===== config.mk =====
export PLATFORM = sky130hd
export DESIGN_NAME = ex_muldiv_unit
export DESIGN_NICKNAME = d
export VERILOG_FILES = /design/src/rtl/ex_muldiv_unit.sv
export SDC_FILE = /design/constraint.sdc
export NUM_CORES = 1
export LEC_CHECK = 0
export CELL_PAD_IN_SITES_DETAIL_PLACEMENT = 2
export CELL_PAD_IN_SITES_GLOBAL_PLACEMENT = 2
export CORE_ASPECT_RATIO = 1.75
export CORE_MARGIN = 5
export CORE_UTILIZATION = 32
export CTS_BUF_LIST = sky130_fd_sc_hd__clkbuf_8
export DETAILED_ROUTE_END_ITERATION = 16
export PLACE_DENSITY = 0.83
export SLEW_MARGIN = 20
export SYNTH_ARGS = -nofsm -noshare
export SYNTH_HDL_FRONTEND = slang
export SYNTH_SLANG_ARGS = --single-unit

===== constraint.sdc =====
create_clock -name clk -period 4.8 [get_ports clk]
set_input_delay 0.96 -clock clk [delete_from_list [all_inputs] [get_ports clk]]
set_output_delay 0.96 -clock clk [all_outputs]
set_load 0.02 [all_outputs]

===== src/rtl/ex_muldiv_unit.sv =====
// Iterative RV32M multiply/divide engine for the EX stage: stalls the front end while it iterates.
// Optional `MULDIV_FAST_MUL_EN` replaces the 32-cycle multiply with a single-cycle product.
module ex_muldiv_unit #(
  parameter int XLEN  = 32,
  parameter int CNT_W = 6
) (
  input  logic            clk,
  input  logic            rst,
  input  logic            pipeline_flush,
  input  logic            ex_invalid_inst,
  input  logic [6:0]      ex_opcode,
  input  logic [6:0]      ex_func7,
  input  logic [2:0]      ex_func3,
  input  logic [XLEN-1:0] ex_op1,
  input  logic [XLEN-1:0] ex_op2,
  input  logic [4:0]      ex_wb_rd,
  output logic            md_stall,
  output logic            md_result_valid,
  output logic [XLEN-1:0] md_result,
  output logic [4:0]      md_result_rd
);

  localparam logic [6:0]       OPC_OP     = 7'b0110011;
  localparam logic [6:0]       F7_MULDIV  = 7'b0000001;
  localparam logic [CNT_W-1:0] LAST_ITER  = CNT_W'(XLEN - 1);
  localparam logic [XLEN-1:0]  INT_MIN    = {1'b1, {(XLEN-1){1'b0}}};

  typedef enum logic [1:0] {IDLE, MUL, DIV, DONE} state_t;

  state_t state, state_next;
  logic [CNT_W-1:0] cnt;
  logic [XLEN-1:0]  opa;       // multiplicand / divisor (magnitude)
  logic [XLEN-1:0]  opb;       // multiplier low half / dividend turning into quotient
  logic [XLEN-1:0]  hi;        // product high half / partial remainder
  logic [1:0]       func3_r;
  logic [4:0]       rd_r;
  logic             neg_q;     // sign of product or quotient
  logic             neg_r;     // sign of remainder

  logic            start, is_div, op1_signed, op2_signed, op1_neg, op2_neg;
  logic            div_zero, div_ovf, special;
  logic [XLEN-1:0] abs1, abs2, special_result;

  always_comb begin
    is_div     = ex_func3[2];
    start      = (state == IDLE) && (ex_opcode == OPC_OP) && (ex_func7 == F7_MULDIV) &&
                 !ex_invalid_inst && !pipeline_flush;
    // MULH: both signed, MULHSU: op1 only; DIV/REM signed when func3[0]==0
    op1_signed = is_div ? ~ex_func3[0] : (ex_func3[1:0] == 2'b01 || ex_func3[1:0] == 2'b10);
    op2_signed = is_div ? ~ex_func3[0] : (ex_func3[1:0] == 2'b01);
    op1_neg    = op1_signed & ex_op1[XLEN-1];
    op2_neg    = op2_signed & ex_op2[XLEN-1];
    abs1       = op1_neg ? -ex_op1 : ex_op1;
    abs2       = op2_neg ? -ex_op2 : ex_op2;
    div_zero   = (ex_op2 == '0);
    div_ovf    = ~ex_func3[0] && (ex_op1 == INT_MIN) && (ex_op2 == '1);
    special    = is_div & (div_zero | div_ovf);
    if (ex_func3[1]) special_result = div_zero ? ex_op1 : '0;
    else             special_result = div_zero ? '1 : ex_op1;
  end

`ifdef MULDIV_FAST_MUL_EN
  logic [2*XLEN-1:0] fast_prod, fast_fix;
  logic [XLEN-1:0]   fast_result;

  always_comb begin
    fast_prod   = {{XLEN{1'b0}}, abs1} * {{XLEN{1'b0}}, abs2};
    fast_fix    = (op1_neg ^ op2_neg) ? -fast_prod : fast_prod;
    fast_result = (ex_func3[1:0] == 2'b00) ? fast_fix[XLEN-1:0] : fast_fix[2*XLEN-1:XLEN];
  end
`else
  logic [XLEN:0]     mul_sum;
  logic [2*XLEN-1:0] mul_prod, mul_fix;
  logic [XLEN-1:0]   mul_result;

  // Shift-add step; on the last step mul_prod is the full unsigned product.
  always_comb begin
    mul_sum    = {1'b0, hi} + (opb[0] ? {1'b0, opa} : {(XLEN+1){1'b0}});
    mul_prod   = {mul_sum, opb[XLEN-1:1]};
    mul_fix    = neg_q ? -mul_prod : mul_prod;
    mul_result = (func3_r == 2'b00) ? mul_fix[XLEN-1:0] : mul_fix[2*XLEN-1:XLEN];
  end
`endif

  logic [XLEN:0]   div_shift, div_diff;
  logic            qbit;
  logic [XLEN-1:0] rem_next, quo_next, div_result;

  // Restoring divide step: bring down next dividend bit, subtract if it fits.
  always_comb begin
    div_shift  = {hi, opb[XLEN-1]};
    div_diff   = div_shift - {1'b0, opa};
    qbit       = ~div_diff[XLEN];
    rem_next   = qbit ? div_diff[XLEN-1:0] : div_shift[XLEN-1:0];
    quo_next   = {opb[XLEN-2:0], qbit};
    if (func3_r[1]) div_result = neg_r ? -rem_next : rem_next;
    else            div_result = neg_q ? -quo_next : quo_next;
  end

  always_comb begin
    state_next = state;
    case (state)
      IDLE: begin
        if (start) begin
          if (is_div) state_next = special ? DONE : DIV;
`ifdef MULDIV_FAST_MUL_EN
          else        state_next = DONE;
`else
          else        state_next = MUL;
`endif
        end
      end
      MUL:     if (cnt == LAST_ITER) state_next = DONE;
      DIV:     if (cnt == LAST_ITER) state_next = DONE;
      DONE:    state_next = IDLE;
      default: state_next = IDLE;
    endcase
    if (pipeline_flush) state_next = IDLE;
  end

  assign md_stall        = start | (state == MUL) | (state == DIV);
  assign md_result_valid = (state == DONE);

  always_ff @(posedge clk or posedge rst) begin
    if (rst) begin
      state        <= IDLE;
      cnt          <= '0;
      opa          <= '0;
      opb          <= '0;
      hi           <= '0;
      func3_r      <= '0;
      rd_r         <= '0;
      neg_q        <= 1'b0;
      neg_r        <= 1'b0;
      md_result    <= '0;
      md_result_rd <= '0;
    end else begin
      state <= state_next;
      if (pipeline_flush) begin
        cnt <= '0;
      end else begin
        case (state)
          IDLE: begin
            if (start) begin
              func3_r <= ex_func3[1:0];
              rd_r    <= ex_wb_rd;
              neg_q   <= op1_neg ^ op2_neg;
              neg_r   <= op1_neg;
              hi      <= '0;
              cnt     <= '0;
              if (is_div) begin
                opa <= abs2;
                opb <= abs1;
                if (special) begin
                  md_result    <= special_result;
                  md_result_rd <= ex_wb_rd;
                end
              end else begin
                opa <= abs1;
                opb <= abs2;
`ifdef MULDIV_FAST_MUL_EN
                md_result    <= fast_result;
                md_result_rd <= ex_wb_rd;
`endif
              end
            end
          end
`ifdef MULDIV_FAST_MUL_EN
          // Single-cycle multiply never enters the MUL state.
`else
          MUL: begin
            hi  <= mul_sum[XLEN:1];
            opb <= {mul_sum[0], opb[XLEN-1:1]};
            if (cnt == LAST_ITER) begin
              cnt          <= '0;
              md_result    <= mul_result;
              md_result_rd <= rd_r;
            end else begin
              cnt <= cnt + 1'b1;
            end
          end
`endif
          DIV: begin
            hi  <= rem_next;
            opb <= quo_next;
            if (cnt == LAST_ITER) begin
              cnt          <= '0;
              md_result    <= div_result;
              md_result_rd <= rd_r;
            end else begin
              cnt <= cnt + 1'b1;
            end
          end
          default: ;
        endcase
      end
    end
  end

endmodule


---- After elaboration in Yosys (flattened, before gate mapping) ----
Index checks and enable logic that the tools add are counted.
operators by class
  $add $sub $neg .......................... 8
  equal/unequal tests ..................... 18
  mux-type cells .......................... 41
  bitwise gates (word level) .............. 10
  reductions and logical operators ........ 22
operators by type and width
  kind                                                             count
  32-bit 2-to-1 mux                                                20
  32-bit one-hot mux with 3 select lines                           3
  32-bit negation                                                  4
  32-bit == test, second input constant                            2
  64-bit 2-to-1 mux                                                1
  64-bit negation                                                  1
  32-bit by 32-bit adder with 33-bit output                        1
  33-bit by 32-bit subtractor with 33-bit output                   1
  32-bit logical NOT                                               1
  5-bit 2-to-1 mux                                                 4
  6-bit 2-to-1 mux                                                 3
  6-bit one-hot mux with 2 select lines                            1
  2-bit != test, second input constant                             5
  5-bit one-hot mux with 2 select lines                            1
  2-bit 2-to-1 mux                                                 4
  7-bit by 1-bit == test with 1-bit output, second input constant  1
  7-bit by 6-bit == test with 1-bit output, second input constant  1
  7-bit AND reduction                                              1
  6-bit by 1-bit adder with 6-bit output, second input constant    1
  2-bit == test, second input constant                             3
  6-bit by 5-bit == test with 1-bit output, second input constant  1
  1-bit logical AND                                                6
  2-bit one-hot mux with 3 select lines                            1
  3-bit AND reduction                                              2
  17 further kinds                                                 30
word-level totals
  register bits ........................... 150
  bits of input ports ..................... 90
  output and inout port bits .............. 39
  word-level logic and storage cells ...... 110

---- Logic depth before layout (Yosys ltp) ----
Gate-level depths: netlist of the first run.
  depth in word-level cells ............... 10
  mapped depth ............................ 22
  mapped depth without buffers ............ 20

---- Least setup slack after synthesis of the first run ----
OpenSTA, ideal clock, no wires.
  kind .................................... register to register
  start point ............................. register opb[31]
  end point ............................... register md_result[26]
  setup time .............................. 0.129 ns
  arrival time ............................ 5.130 ns
  data required time ...................... 4.671 ns
  setup slack ............................. -0.460 ns
  stages on the path, launching flop included .. 23
  path buffers ............................ 3
  clock period less this slack ............ 5.260 ns
  cell sequence ........................... dfrtp_1 > inv_1 > ha_1 > fa_1 > nor2b_1 > o2111ai_1 > a311oi_1 > o2111ai_1 > o211a_1 > inv_2 > clkbuf_1 > buf_1 > buf_1 > nor2_1 > a21oi_1 > ha_1 > nand2b_1 > nor4_1 > nor2_1 > nor4_1 > a21oi_1 > mux2_2 > nand3_1
between the ends
  word-level cells in the longest chain between the ends .. 7
  elaborated cells between the ends (all ways) .. 14
  those cells by class .................... add/sub (4); mux (9); bitwise (1)
ends and longest elaborated chain
  element                                                line    text
  start, declared                                        33      logic [XLEN-1:0] opb;
  start signal, assigned                                 153     opb <= abs1;
  start signal, assigned                                 160     opb <= abs2;
  start signal, assigned                                 173     opb <= {mul_sum[0], opb[XLEN-1:1]};
  33-bit by 32-bit subtractor with 33-bit output         92      div_diff = div_shift - {1'b0, opa};
  32-bit 2-to-1 mux / 1-bit NOT (equally long branches)  94, 93
  32-bit negation, on equally long branches              96, 97
  32-bit 2-to-1 mux, on equally long branches            96, 97
  32-bit 2-to-1 mux                                      96      if (func3_r[1]) div_result = neg_r ? -rem_next : rem_next;
  32-bit 2-to-1 mux                                      186     if (cnt == LAST_ITER) begin
  32-bit one-hot mux with 3 select lines (*)             142     case (state)
  end signal, assigned                                   155     md_result <= special_result;
  end signal, assigned                                   176     md_result <= mul_result;
  end signal, assigned                                   188     md_result <= div_result;
  end, declared                                          19      output logic [XLEN-1:0] md_result,
Every way passes the cells marked *; elsewhere a longest branch is shown, timed or not. The select of a mux whose other input is x is not followed.
A chain may end at the register's enable or synchronous reset.

---- Worst setup path in the final report of the first run ----
  start point ............................. register opa[5]
  end point ............................... register md_result[28]
between the ends
  word-level cells in the longest chain between the ends .. 7
  elaborated cells between the ends (all ways) .. 16
  those cells by class .................... add/sub (5); mux (10); bitwise (1)
ends and longest elaborated chain
  element                                                                                     line      text
  start, declared                                                                             32        logic [XLEN-1:0] opa;
  start signal, assigned                                                                      152       opa <= abs2;
  start signal, assigned                                                                      159       opa <= abs1;
  32-bit 2-to-1 mux / 33-bit by 32-bit subtractor with 33-bit output (equally long branches)  78, 92
  32-bit by 32-bit adder with 33-bit output, or another cell as far along                     78        mul_sum = {1'b0, hi} + (opb[0] ? {1'b0, opa} : {(XLEN+1){1'b0}});
  64-bit negation, or another cell as far along                                               80        mul_fix = neg_q ? -mul_prod : mul_prod;
  64-bit 2-to-1 mux, or another cell as far along                                             80
  32-bit 2-to-1 mux, on equally long branches                                                 81, 96
  32-bit 2-to-1 mux, on equally long branches                                                 174, 186
  32-bit one-hot mux with 3 select lines (*)                                                  142
Marked as above.

==> results_dict.tcl, run 1 <==
set metrics [dict create \
    ys_seq_area_share_pct 20.28 \
    avgViaCountPerCell 6.306 \
    cp.arrival_ns 5.19 \
    synth_edf_count 0 \
    cts_root_buffer "clkbuf_8" \
    finalPower_mw 8.269 \
    fin_skew_ns 0.02902 \
    wl_per_cell_um 30.83 \
    worstHoldStart "opa[2]" \
    grt_start_max_net_pins 87 \
    maxCapViolCount 0 \
    clockBufferDepth 2 \
    grt-ovfl-total 0 \
    htree_levels 4 \
    top_usage_layer "met2" \
    die_y_um 328.1 \
    yosysUniqueCellTypes 95 \
    drt_iter0_drc 1482 \
    hp-class "reg2reg" \
    cp.required_ns 5.27 \
    r2r-start "opa[5]" \
    dpl_worst_slack_ns -0.3259 \
    fin_crit_ns 4.725 \
    endpoint_kind "register" \
    maxSlewHeadroom_pct 24.96 \
    port_buffers 128 \
    syn-cell-area_um2 18510 \
    drive_gt1_share_pct 17.03 \
    cts.sinks 150 \
    num_vias 23479 \
    path_class "reg2reg" \
    place.gp.congestion 1.057 \
    layout_common_cells "buf_4, nand2_1, o21ai_0" \
    detail_route.first_pass.iterations 8 \
    fmax_mhz 211.6 \
    rows 116 \
    clk_pin_slew_ns 0.10 \
    power_frac_comb_pct 63.2 \
    synth_top_area_cell "dfrtp_1" \
    power_density_nw_per_um2 351.9 \
    die_width_um 191.8 \
    switching_share_pct 53.14 \
    ys_seq_elements 150 \
    clock_power_share_pct 13.0 \
    switching_power_mw 4.395 \
    synth_flop_cell "dfrtp_1" \
    cts_buffers 17 \
    antenna_left 0 \
    hold_buffers 0 \
    yosys_warnings 0 \
    layout.nets 3108 \
    fin_crit_sh_pct 98.44 \
    start_util_pct 32.28 \
    first_global_vias 25620 \
    hold_slack_ns 0.4997 \
    drcViolationCount 0 \
    gr-usage-met2_pct 64.80 \
    async_flop_share_pct 100.0 \
    synth.avg_cell_area_um2 7.061 \
    tightest_slew_ns 1.114 \
    cp-start-kind "register" \
    power_frac_seq_pct 23.8 \
    core-area_um2 57330 \
    grt_pass1_wl_um 165700 \
    cts_tree "built" \
    cp_max_fo 5 \
    yosysTopAreaCellShare_pct 20.28 \
    status "finished clean" \
    startpoint "opa[5]" \
    clk_latency_ns 0.55 \
    grt_usage_pct 35.15 \
    synth_area_leaders "dfrtp_1, o21ai_0, nand2_1" \
    hold_viol 0 \
    grtUsageMet3_pct 4.625 \
    ir_drop_mv 0.6185 \
    dieArea_um2 62940 \
    leakage_nw 9.811 \
    hpwlAfterDp_um 93050 \
    grt_util_met1_pct 33.86 \
    slew_viol_final 0 \
    setup_violations 0 \
    syn2layout_area_growth_pct 26.97 \
    fin_ws_ns 0.07495 \
    final_common_cell "buf_4" \
    cell_internal_pwr_mw 3.875 \
    synth_nets 2789 \
    grt_antenna_before_repair 2 \
    synth_cells 2621 \
    ioPinCount 129 \
    drt_wl_total_um 114800 \
]
==> flip-flops by register name (all words and copies together), names as in the netlist <==
| signal | count |
|---|---|
| cnt | 6 |
| func3_r | 2 |
| hi | 32 |
| state | 2 |
| neg_q | 1 |
| md_result_rd | 5 |
| md_result | 32 |
| opb | 32 |
| neg_r | 1 |
| rd_r | 5 |
| opa | 32 |
==> cells in the mapped netlist (all sizes together), types with 12 or more instances <==
cell type / instances
a21oi: 218
a221oi: 13
o21ai: 285
nand2: 326
or2: 14
xnor2: 101
dfrtp: 150
a22oi: 39
nor4: 35
a211oi: 36
nand2b: 19
o21a: 22
a31oi: 25
mux2i: 35
o31ai: 45
buf: 18
clkbuf: 171
inv: 77
o2111ai: 12
nand3: 39
a21o: 27
ha: 76
nor2: 265
nor3: 70
mux2: 20
or4: 14
maj3: 26
o22ai: 14
nand4: 31
and2: 33
or3: 50
xor2: 94
o211ai: 17
==> logic make-up (layout without fill, tap and decap cells) <==
group                      after synthesis  in the layout  synth area share [%]
DFF                                    150            150                 20.28
other                                    0              3                     0
and+or+nand+nor                        960            960                 24.76
AOI/OAI and AO/OA                      887            887                 30.30
xor gates and xnor gates               195            195                 9.228
muxes                                   55             55                 3.110
buffers and inverters                  270            602                 5.564
adders and majority gates              104            104                 6.760
==> critical path, cell delays in order (launching register included) <==
cell and delay, ns:
dfrtp_1 0.40, inv_1 0.20, nor2_1 0.09, ha_1 0.34, and2_4 0.20, a221o_1 0.38, or3_1 0.39, a211oi_1 0.28
buf_4 0.17, o211ai_1 0.19, or3_1 0.45, or4b_4 0.62, or4_1 0.56, a21oi_1 0.17, o22ai_1 0.09, o21ai_1 0.12
==> repair_timing <==
action,4_1_cts,5_1_grt
setup buffers,2,3
pin swaps,3,9
setup endpoints to repair,18,19
resized for setup,12,43
==> path summary, 6_finish.rpt <==
kind / end / slack (ns) / cells after the start
max: md_result[28] / 0.07 / 15
min: opa[2] / 0.50 / 2
max reg2reg: md_result[28] / 0.07 / 15
min reg2reg: opa[2] / 0.50 / 2
max in group asynchronous: hi[23] / 3.05 / 3
min in group asynchronous: opa[6] / 0.81 / 2
==> per-stage QoR <==
| stage | instances | setup TNS, ns | instance area [um^2] | utilization [%] |
|---|---|---|---|---|
| floorplan | 2621 | 0 | 18530 | - |
| global placement | 3683 | -0.9451 | 22840 | 39.83 |
| detailed placement | 3683 | -2.735 | 22840 | 39.83 |
| CTS | 3717 | 0 | 23280 | 40.61 |
| global route | 3722 | -0.08715 | 23500 | 40.98 |
| finish | 3723 | 0 | 23500 | 40.99 |
==> metal layers <==
layer / up-vias / wire length [um]
met2: 907 / 58800
met3: 441 / 4565
li1: 10216 / -
met5: - / 0
met1: 11915 / 38800
met4: 0 / 12600
==> layout make-up <==
type | instances | area (um^2)
clock inverters | 14 | 127.6
diodes | 3 | 7.507
well taps | 767 | 959.7
repair buffers | 489 | 4080
clock buffers | 18 | 247.7
multi-input cells | 2201 | 14010
fillers | 6731 | 33830
inverters | 81 | 312.8
flip-flops and latches | 150 | 3755
==> power by group through the flow <==
| stage | combinational [mW] | sequential [mW] | clock (mW) |
|---|---|---|---|
| after global routing | 5.47 | 1.98 | 1.12 |
| after global placement | 4.80 | 1.95 | 0 |
| after detailed placement | 4.98 | 1.97 | 0 |
| after CTS | 5.06 | 1.95 | 1.08 |
| final | 5.23 | 1.97 | 1.07 |
| after floorplan | 2.57 | 1.89 | 0 |
No activity file was read; power rests on OpenSTA's default activity.
==> inputs of run 2 (changes only) <==
--- a/config.mk
+++ b/config.mk
@@ -13,6 +13,7 @@
 export CTS_BUF_LIST = sky130_fd_sc_hd__clkbuf_8
 export DETAILED_ROUTE_END_ITERATION = 16
 export PLACE_DENSITY = 0.83
+export SKIP_CTS_REPAIR_TIMING = 1
 export SLEW_MARGIN = 20
 export SYNTH_ARGS = -nofsm -noshare
 export SYNTH_HDL_FRONTEND = slang
==> run 2 against run 1 <==
Count of clock-buffer cells in the layout is the same; largest cell class unchanged; hold slack got worse by 0.0039 ns; via count grew 0.57%; sequential share of layout area is 0.14 points lower; die area unchanged; critical path depth is 3 higher; worst setup slack got worse by 0.25 ns; the flow now finishes with violations (setup timing); highest routed layer unchanged; critical path type unchanged; combinational power increased by 2%; flip-flop and latch count did not move.
==> results_dict.tcl, run 2 (synthesis gave the netlist of run 1 again) <==
set metrics [dict create \
    grt_pass1_wl_um 165100 \
    worstHoldStart "opa[3]" \
    slowest_delay_ns 0.67 \
    avgViaCountPerCell 6.327 \
    path_class "reg2reg" \
    layout_common_cells "buf_4, nand2_1, o21ai_0" \
    wl_per_cell_um 31.38 \
    drt_iter0_drc 1558 \
    num_vias 23613 \
    startpoint "opb[0]" \
    fin_ws_ns -0.1788 \
    hp-class "reg2reg" \
    hold_viol 0 \
    switching_power_mw 4.451 \
    final_common_cell "buf_4" \
    cell_internal_pwr_mw 3.911 \
    core-area_um2 57330 \
    clockBufferDepth 2 \
    layout.nets 3117 \
    final.setup.tns_ns -0.7621 \
    cts_root_buffer "clkbuf_8" \
    fmax_mhz 200.9 \
    cp-start-kind "register" \
    final_util_pct 41.36 \
    violations "setup timing" \
    antenna_left 0 \
    hpwlAfterDp_um 93050 \
    path_cells "clkinvlp_4, buf_12, nor2_1, ha_1, a21oi_1, buf_4, o21ai_0, nor2_2, buf_4, and3_1, o32a_1, nand4_1, or4b_4, o31a_1, o311ai_2, buf_4, o311ai_1, a41o_1" \
    r2r-start "opb[0]" \
    fin_skew_ns 0.03027 \
    leakage_nw 9.856 \
    detail_route.first_pass.iterations 5 \
    maxSlewHeadroom_pct 26.89 \
    syn2layout_area_growth_pct 28.10 \
    rows 116 \
    clock_power_share_pct 12.8 \
    endpoint_kind "register" \
    path_common_cell "buf_4" \
    setup_violations 10 \
    die_y_um 328.1 \
    hold_slack_ns 0.4959 \
    cp.arrival_ns 5.41 \
    drt_wl_total_um 117100 \
    slew_viol_final 0 \
    cts_tree "built" \
    cp.required_ns 5.23 \
    place.gp.congestion 1.057 \
    grt-ovfl-total 0 \
    maxCapViolCount 0 \
    nFillCells 6699 \
    clk_pin_slew_ns 0.10 \
    switching_share_pct 53.23 \
    port_buffers 128 \
    power_density_nw_per_um2 352.7 \
    finalPower_mw 8.363 \
    power_frac_seq_pct 23.6 \
    die_width_um 191.8 \
    power_frac_comb_pct 63.6 \
    fin_crit_sh_pct 103.7 \
    cts_buffers 17 \
    drive_gt1_share_pct 18.13 \
    cp_max_fo 7 \
    grt_start_max_net_pins 87 \
    rsz0062_at_grt "yes" \
    grt_usage_pct 35.02 \
    clk_latency_ns 0.55 \
    ioPinCount 129 \
    status "finished with violations" \
    ir_drop_mv 0.6156 \
    drcViolationCount 0 \
    fin_crit_ns 4.979 \
    first_global_vias 25566 \
    cts.sinks 150 \
    tightest_slew_ns 1.089 \
    dieArea_um2 62940 \
    grt_antenna_before_repair 5 \
    htree_levels 4 \
    start_util_pct 32.28 \
    cp_slowest_cell "or4b_4" \
]
==> run 2: through the flow <==
stage          instances  worst slack [ns]  instance area, um^2
2_1_floorplan       2621           0.09095                18530
3_3_place_gp        3683           -0.2377                22840
3_5_place_dp        3683           -0.3259                22840
4_1_cts             3715           -0.4298                23210
5_1_grt             3731           -0.3481                23710
6_report            3732           -0.1788                23710
==> run 2: power groups by stage <==
stage	combinational, mW	clock, mW	sequential (mW)
2_1_floorplan	2.57	0	1.89
3_3_place_gp	4.80	0	1.95
3_5_place_dp	4.98	0	1.97
4_1_cts	5.02	1.08	1.95
5_1_grt	5.56	1.12	1.98
6_report	5.32	1.07	1.97
==> run 2: worst max-delay path: cells and delay by family, from the launching register on <==
family / cells / cell delay (ns)
AND/OR/NAND/NOR: 5 / 1.57
AO/OA/AOI/OAI: 7 / 1.56
buffers and inverters: 5 / 0.97
flip-flops: 1 / 0.42
adder cells (fa/ha/maj): 1 / 0.36
==> run 2: path summary, 6_finish.rpt <==
path,endpoint,slack [ns],depth (start not counted)
worst max register to register,md_result[27],-0.18,18
worst min register to register,opa[3],0.50,2
worst max-delay path,md_result[27],-0.18,18
max in group asynchronous,opa[24],3.05,3
min in group asynchronous,opa[6],0.81,2
worst min-delay path,opa[3],0.50,2
==> run 2: layout make-up <==
class	instances	area (um^2)	share of cell area (%)
Inverter	81	311.5	1.314
Clock inverter	14	127.6	0.5383
Tap cell	767	959.7	4.048
Antenna cell	3	7.507	0.03166
Timing Repair Buffer	498	4169	17.58
Clock buffer	18	247.7	1.045
Multi-Input combinational cell	2201	14130	59.60
Sequential cell	150	3755	15.84
==> run 2: per-layer routing <==
metal / GRT usage [%] / vias to the layer above / share of wire (%)
li1: - / 10206 / -
met1: 33.54 / 11916 / 34
met2: 65.06 / 1007 / 51
met3: 4.688 / 484 / 4.6
met4: 28.97 / 0 / 11
met5: 0 / - / 0
